[config.mk]
export PLATFORM = sky130hd
export DESIGN_NAME = fetch_decode_register
export DESIGN_NICKNAME = d
export VERILOG_FILES = /design/src/rtl/fetch_decode_register.sv
export SDC_FILE = /design/constraint.sdc
export NUM_CORES = 1
export LEC_CHECK = 0
export ABC_CLOCK_PERIOD_IN_PS = 1950
export CAP_MARGIN = 15
export CORE_AREA = 2 2 89 108
export CTS_BUF_LIST = sky130_fd_sc_hd__clkbuf_8 sky130_fd_sc_hd__clkbuf_16
export DETAILED_ROUTE_END_ITERATION = 8
export DIE_AREA = 0 0 91 110
export GPL_ROUTABILITY_DRIVEN = 0
export PLACE_DENSITY_LB_ADDON = 0.25
export SLEW_MARGIN = 20
export SYNTH_ARGS = -nofsm -noshare
export SYNTH_HDL_FRONTEND = slang
export SYNTH_SLANG_ARGS = --single-unit
[constraint.sdc]
create_clock -name clock -period 1.95 [get_ports clock]
set_input_delay 0.39 -clock clock [delete_from_list [all_inputs] [get_ports clock]]
set_output_delay 0.39 -clock clock [all_outputs]
set_load 0.03 [all_outputs]
[src/rtl/fetch_decode_register.sv]
// IF/ID stage register: two-entry skid buffer between Fetch and Decode.
// Optional FETCH_DECODE_NOP_INSERT_EN drives NOP_INSTR on bubbles.
module fetch_decode_register #(
    parameter int                     WIDTH       = 8,
    parameter int                     INSTR_WIDTH = 32,
    parameter logic [INSTR_WIDTH-1:0] NOP_INSTR   = '0
) (
    input  logic                   clock,
    input  logic                   reset,
    input  logic [WIDTH-1:0]       FetchPC,
    input  logic [WIDTH-1:0]       FetchPCPlus8,
    input  logic [INSTR_WIDTH-1:0] FetchInstruction,
    input  logic                   FetchValid,
    output logic                   FetchReady,
    input  logic                   Flush,
    input  logic                   DecodeReady,
    output logic                   DecodeValid,
    output logic [WIDTH-1:0]       DecodePC,
    output logic [WIDTH-1:0]       DecodePCPlus8,
    output logic [INSTR_WIDTH-1:0] DecodeInstruction
);

    typedef enum logic [1:0] {
        EMPTY = 2'd0,
        HALF  = 2'd1,
        FULL  = 2'd2
    } state_e;

    typedef struct packed {
        logic [WIDTH-1:0]       pc;
        logic [WIDTH-1:0]       pc_plus8;
        logic [INSTR_WIDTH-1:0] instr;
    } entry_t;

    state_e state_q, state_d;
    entry_t head_q, head_d;
    entry_t tail_q, tail_d;
    entry_t fetch_entry;
    logic   push;
    logic   pop;

    assign fetch_entry = '{
        pc:       FetchPC,
        pc_plus8: FetchPCPlus8,
        instr:    FetchInstruction
    };

    // Handshake outputs come only from state flops and reset
    assign FetchReady  = (state_q != FULL) & reset;
    assign DecodeValid = (state_q != EMPTY);

    assign push = FetchValid & FetchReady;
    assign pop  = DecodeValid & DecodeReady;

    always_comb begin
        state_d = state_q;
        head_d  = head_q;
        tail_d  = tail_q;
        if (Flush) begin
            state_d = EMPTY;
        end else begin
            case (state_q)
                EMPTY: begin
                    if (push) begin
                        state_d = HALF;
                        head_d  = fetch_entry;
                    end
                end
                HALF: begin
                    if (push && pop) begin
                        head_d = fetch_entry;
                    end else if (push) begin
                        state_d = FULL;
                        tail_d  = fetch_entry;
                    end else if (pop) begin
                        state_d = EMPTY;
                    end
                end
                FULL: begin
                    if (pop) begin
                        state_d = HALF;
                        head_d  = tail_q;
                    end
                end
                default: state_d = EMPTY;
            endcase
        end
    end

    always_ff @(posedge clock) begin
        if (!reset) begin
            state_q <= EMPTY;
            head_q  <= '0;
            tail_q  <= '0;
        end else begin
            state_q <= state_d;
            head_q  <= head_d;
            tail_q  <= tail_d;
        end
    end

    assign DecodePC      = head_q.pc;
    assign DecodePCPlus8 = head_q.pc_plus8;

`ifdef FETCH_DECODE_NOP_INSERT_EN
    assign DecodeInstruction = DecodeValid ? head_q.instr : NOP_INSTR;
`else
    logic unused_nop_instr;
    assign unused_nop_instr  = ^NOP_INSTR;
    assign DecodeInstruction = head_q.instr;
`endif

endmodule
# After elaboration in Yosys (flattened, before gate mapping)
# Cells that the tools add are included.
dict set report totals {
  reg_bits 98
  inputBits 53
  output_inout_bits 50
  word_cells 39
}
dict set report op_classes {
  n_eq_ne 8
  n_mux 10
  bitwise_logic 6
  reduce_logical 8
}
# op count
set ops {}
lappend ops {{2-to-1 mux 48 bit} 3}
lappend ops {{one-hot mux 48 bit (3 select lines)} 1}
lappend ops {{2-to-1 mux 2 bit} 5}
lappend ops {{!= test 2 bit (second input constant)} 5}
lappend ops {{AND reduction 4 bit} 2}
lappend ops {{one-hot mux 2 bit (3 select lines)} 1}
lappend ops {{AND reduction 5 bit} 1}
lappend ops {{AND 1 bit} 3}
lappend ops {{!= test 3 bit (second input constant)} 1}
lappend ops {{NOT 1 bit} 3}
lappend ops {{nonzero test 3 bit} 1}
lappend ops {{== test 2 x 1 -> 1 bit (second input constant)} 1}
lappend ops {{== test 2 bit (second input constant)} 1}
lappend ops {{logical NOT 2 bit} 1}
lappend ops {{nonzero test 2 bit} 1}
lappend ops {{OR reduction 2 bit} 1}
lappend ops {{logical AND 1 bit} 1}

# Depth between registers and ports, before layout
# Gate-level depths: netlist of the first run.
dict set report logic_depth {
  depth_word 6
  ltp_mapped 6
  ltp_nobuf 3
}

# Least setup slack after synthesis of the first run
# OpenSTA, ideal clock, no wires.
dict set report synth_path {
  path_kind {register -> output}
  start {register state_q[0]}
  end {output port FetchReady}
  t_arrival_ns 1.181
  required_ns 1.560
  path_slack_ns 0.379
  stages_incl_launch_ff 5
  path_cell_list {dfxtp_1 > nand2b_1 > buf_2 > buf_2 > and2_1}
}
dict set report synth_via {
  elab_chain_cells 2
}
# element line_no
set synth_rtl {}
lappend synth_rtl {{from (decl)} 35} ;# state_e state_q, state_d;
lappend synth_rtl {{from (signal assigned)} 96} ;# state_q <= state_d;
lappend synth_rtl {{!= test 2 bit} 49} ;# assign FetchReady = (state_q != FULL) & reset;
lappend synth_rtl {{AND 1 bit} 49}
lappend synth_rtl {{to (decl)} 14} ;# output logic FetchReady,
# No other way between the ends.

# Final worst setup path of the first run
dict set report layout_path {
  start {register head_q (netlist bit DecodeInstruction[28])}
  end {output port DecodeInstruction[28]}
}
# element line_no
set layout_lines {}
lappend layout_lines {{from (decl)} 36} ;# entry_t head_q, head_d;
lappend layout_lines {{from (signal assigned)} 93} ;# head_q <= '0;
lappend layout_lines {{from (signal assigned)} 97} ;# head_q <= head_d;
lappend layout_lines {{to (decl)} 20} ;# output logic [INSTR_WIDTH-1:0] DecodeInstruction
# No word-level cell between the ends.

==> impl_metrics.ini, run 1 <==
[setup_path]
crit_arrival_ns = 1.42
slowest_stage = clkdlybuf4s50_1
cp_data_required_time_ns = 1.56
end_kind = primary output
slowest_delay_ns = 0.69
cp_cell_sequence = clkdlybuf4s50_1
path_max_fanout = 2
startpoint_type = flip-flop
criticalPathCategory = flip-flop to primary output
critical_path.top_delay_family = buffers and inverters
critPathBufInv = 1

[timing]
finalSetupTns_ns = 0
hold_ws_ns = 0.477
grt_setup_unrepaired = false
post-route-period-util_pct = 92.8
fin_crit_ns = 1.81
max_clock_freq_mhz = 552
slew_viol_final = 0
worst_pin_slew_ns = 0.350
worst_slack_ns = 0.140
skew_ns = 0.00976
slew_headroom_pct = 76.7
setup_viol = 0
hold_violations = 0

[placement]
port_buffers = 102
hpwl_microns = 7750
dpl_worst_slack_ns = -0.0950

[logic_synthesis]
synth_nets = 523
ys_seq_elements = 98
synth_area_per_cell_sq_um = 9.34
yosysTopAreaCellShare_pct = 44.7
yosysSeqAreaShare_pct = 44.7
synth.largest_area_cell = dfxtp_1
netlist_area_sq_um = 4390
yosysWarningCount = 0
synthCells = 470
synth_area_leaders = dfxtp_1, mux2i_1, a311oi_1
synth_cell_types = 27

[clocking]
insertion_delay_ns = 0.36
cts_root_buf = clkbuf_8
path_clk_slew_ns = 0.09
cts.htree.levels = 3
hold_buffers = 0
cts_max_path_buffers = 2
cts_tree = done
cts_buffers = 9
cts.sinks = 98

[die]
io_pins = 103
core-area_sq_um = 8940
dieArea_sq_um = 10000
row_count = 38
die_width_microns = 91
die_h_microns = 110
start_util_pct = 49.1

[drt]
detail_route.iter0.violations = 293
routed_wl_microns = 12100
via_count = 4190
dr.pass1.iters = 4
post-route-drc-count = 0
via_per_inst = 6.21
antenna_left = 0
wl_per_cell_microns = 18.0

[final_layout]
finish.utilization_pct = 65.2
area_growth_pct = 32.7
mostFrequentLayoutCell = clkdlybuf4s50_1
nNetsFinal = 604
drive_gt1_share_pct = 10.1
diodes = 0
layout_common_cells = clkdlybuf4s50_1, dfxtp_1, mux2i_1, a211oi_1, a21oi_1

[global_routing]
grt_pass1_wl_microns = 19200
track_usage_pct = 23.8
grt_pass1_vias = 3955
grt_max_degree = 67
overflow = 0
antenna_found_initial = 0

[run]
cap_violations = 0

[power_and_ir_drop]
p_leak_nw = 2.22
cellPowerDensity_nw_per_um2 = 678
peakVddDrop_mv = 0.343

[worst_hold_path]
hp-class = flip-flop to flip-flop

[run_status]
status = finished, final reports clean
## layout make-up
| class | instances | area [sq um] |
|---|---|---|
| fillers | 761 | 3110 |
| multi-input cells | 308 | 2160 |
| flip-flops and latches | 98 | 1960 |
| repair buffers | 133 | 1390 |
| well taps | 120 | 150 |
| clock buffers | 10 | 138 |
| clock inverters | 5 | 25.0 |
| inverters | 1 | 3.75 |
## sequential cells by signal, indices dropped and copies added, names as in the netlist
register           count
DecodeInstruction     32
DecodePC               8
tail_q                48
state_q                2
DecodePCPlus8          8
## tightest hold or removal path, cell delays in order, from the launching register on
cell	delay [ns]
dfxtp_1	0.32
o21ai_0	0.06
a21oi_1	0.06
## cell usage after synthesis
library cell and instances:
or2_2 1, nand4bb_1 1, clkbuf_1 33, nand2b_1 3, buf_1 1, a21oi_1 49
inv_2 1, buf_4 4, a311oi_1 48, nand3_1 48, or3b_1 1, nor2b_1 1
o21ai_0 9, a211oi_1 49, o21a_1 1, nor2_1 1, o21ai_1 39, and4bb_1 2
nand2_1 1, buf_6 2, and2_1 2, dfxtp_1 98, nor2_2 1, a31o_1 1
mux2i_1 49, nand3b_1 1, buf_2 23
## metrics by stage
stage               cell area, sq um  instances  total power (W)
floorplan                       4390        470          0.00250
global placement                5660        659          0.00284
CTS                             5830        675          0.00397
global route                    5830        675          0.00409
finish                          5830        675          0.00395
detailed placement              5660        659          0.00286
## metal layers
layer  up-vias  share of wire (%)  track usage [%]
met2       179                 49             38.6
li1       1983                  -                -
met3        21                6.9             3.67
met5         -                  0                0
met1      2007                 42             31.0
met4         0                1.9             12.2
## report_power, final
part / total, W / internal [W] / switching [W]
sequential: 0.00210 / 0.00206 / 0.0000367
combinational: 0.000713 / 0.000330 / 0.000384
clock: 0.00114 / 0.000479 / 0.000663
total: 0.00395 / 0.00287 / 0.00108
## what timing repair did
action / 4_1_cts / 5_1_grt
endpoints found under the setup margin: 2 / 0
buffers inserted: 1 / 0
resized for setup: 1 / 0
## cells by family (layout without fill, tap and decap cells)
logic type      after synthesis  count (layout)  share of synthesized area, %
buf+inv                      64             149                          6.81
mux                          49              49                          11.2
flops                        98              98                          44.7
simple gates                 63              63                          7.98
compound gates              196             196                          29.4
## worst paths after layout
path                          from               endpoint  slack, ns  cells past startpoint
max          DecodeInstruction[28]  DecodeInstruction[28]       0.14                      1
min                      tail_q[5]              tail_q[5]       0.48                      2
max reg2reg             state_q[0]   DecodeInstruction[3]       0.18                      6
min reg2reg              tail_q[5]              tail_q[5]       0.48                      2
Note: power is estimated with default switching activity, not from simulation.
==> inputs of run 2 (changes only) <==
HOLD_SLACK_MARGIN = 0.12   (was unset)
PLACE_DENSITY = 0.79   (was unset)
PLACE_DENSITY_LB_ADDON = unset   (was 0.25)
==> run 2 against run 1 <==
Compared with the run above:
- clock skew is 0.00075 ns lower
- utilization grew 0.74 points
- via count up 0.86%
- first-iteration DRC count decreased by 19%
- total power up 4.6%
- die area did not move
- largest cell class unchanged
- final cell count is 0.89% higher
- global-route usage about the same
- fmax increased by 0.26%
- highest routed layer unchanged
- non-clock buffer count rose by 5
==> impl_metrics.ini, run 2 (synthesis gave the netlist of run 1 again) <==
[run_status]
status = finished, final reports clean

[global_routing]
grt_max_degree = 62
track_usage_pct = 23.8
antenna_found_initial = 0
grt_pass1_wl_microns = 19200
grt_pass1_vias = 3868
overflow = 0

[timing]
hold_violations = 0
worst_pin_slew_ns = 0.371
grt_setup_unrepaired = false
fin_crit_ns = 1.81
finalSetupTns_ns = 0
setup_viol = 0
slew_viol_final = 0
max_clock_freq_mhz = 554
slew_headroom_pct = 75.3
skew_ns = 0.00901
post-route-period-util_pct = 92.6
hold_ws_ns = 0.482

[final_layout]
finish.utilization_pct = 65.9
regMostFlops = tail_q
drive_gt1_share_pct = 11.6
area_growth_pct = 34.2
diodes = 0
mostFrequentLayoutCell = clkdlybuf4s50_1
fin_cells = 681
final_cell_area_sq_um = 5890
largest_reg_flops = 48
nNetsFinal = 609
layout_common_cells = clkdlybuf4s50_1, dfxtp_1, mux2i_1, a211oi_1, a21oi_1

[drt]
highest_layer = met4
dr.pass1.iters = 5
detail_route.iter0.violations = 236
met3_length_microns = 616
routed_wl_microns = 12100
antenna_left = 0
post-route-drc-count = 0
drt-met1-wl_microns = 5060
wl_met2_microns = 6130
via_per_inst = 6.21
via_count = 4226
wl_per_cell_microns = 17.7

[clocking]
cts.sinks = 98
insertion_delay_ns = 0.35
cts.htree.levels = 3
path_clk_slew_ns = 0.09
cts_max_path_buffers = 2
hold_buffers = 0
cts_tree = done
cts_buffers = 9
cts_root_buf = clkbuf_8

[placement]
placedCellCount = 661
port_buffers = 102
dpl_cell_area_sq_um = 5660
hpwl_microns = 8120

[setup_path]
criticalPathCategory = flip-flop to primary output
reg2reg_slack_ns = 0.34
rr_worst_depth = 5
r2r-start = state_q[1]
path_max_fanout = 2
startpoint_type = flip-flop
end_kind = primary output
cp_data_required_time_ns = 1.56
crit_start = DecodeInstruction[21]
r2r-end = DecodePCPlus8[2]
slowest_stage = clkdlybuf4s50_1
crit_arrival_ns = 1.42
cp_cell_sequence = clkdlybuf4s50_1
slowest_delay_ns = 0.69
critical_path.top_delay_family = buffers and inverters
critPathBufInv = 1

[power_and_ir_drop]
p_leak_nw = 2.24
cellPowerDensity_nw_per_um2 = 702
peakVddDrop_mv = 0.379

[worst_hold_path]
hp-class = flip-flop to flip-flop
whs_endpoint = tail_q[7]
whs_path_depth = 2
min-delay-start = tail_q[7]

[die]
dieArea_sq_um = 10000
io_pins = 103
row_count = 38
die_h_microns = 110
core-area_sq_um = 8940
die_width_microns = 91
start_util_pct = 49.1

[run]
cap_violations = 0
-- run 2: changes by cell type in the layout (fill, tap and decap cells not counted), sizes merged --
cell and change:
buf +5, inv -3, bufinv +1, clkbuf +1, clkinv +1, clkinvlp +1
-- run 2: area by class of cell --
| type | count | area, sq um |
|---|---|---|
| Multi-Input combinational cell | 308 | 2160 |
| Fill cell | 752 | 3040 |
| Sequential cell | 98 | 1960 |
| Tap cell | 120 | 150 |
| Timing Repair Buffer | 138 | 1410 |
| Inverter | 1 | 3.75 |
| Clock inverter | 5 | 52.6 |
| Clock buffer | 11 | 151 |
-- run 2: timing repair --
| action | 4_1_cts | 5_1_grt |
|---|---|---|
| endpoints found under the setup margin | 1 | 1 |
| setup buffers | 0 | 4 |
| pin swaps | 0 | 0 |
| gates resized for setup | 1 | 0 |
-- run 2: worst max-delay path by stage --
stage                             to  depth (start not counted)
3_5_place_dp   DecodeInstruction[22]                          5
5_1_grt             DecodePCPlus8[7]                          1
4_1_cts                   FetchReady                          4
6_report       DecodeInstruction[21]                          1
2_1_floorplan             FetchReady                          4
3_3_place_gp             DecodePC[4]                          5
-- run 2: power by group --
group / switching [W] / internal (W) / total [W]
combinational: 0.000384 / 0.000328 / 0.000712
sequential: 0.0000353 / 0.00206 / 0.00210
clock: 0.000671 / 0.000657 / 0.00133
-- run 2: metrics by stage --
step	worst slack, ns	total power (W)
2_1_floorplan	0.379	0.00250
3_3_place_gp	0.0583	0.00283
3_5_place_dp	-0.0312	0.00285
4_1_cts	0.00231	0.00415
5_1_grt	0.111	0.00430
6_report	0.145	0.00414
-- run 2: layer usage --
metal | vias to the layer above | global-route usage (%)
met3 | 19 | 2.58
met4 | 0 | 11.3
met5 | - | 0
met2 | 179 | 40.8
li1 | 1982 | -
met1 | 2046 | 30.2
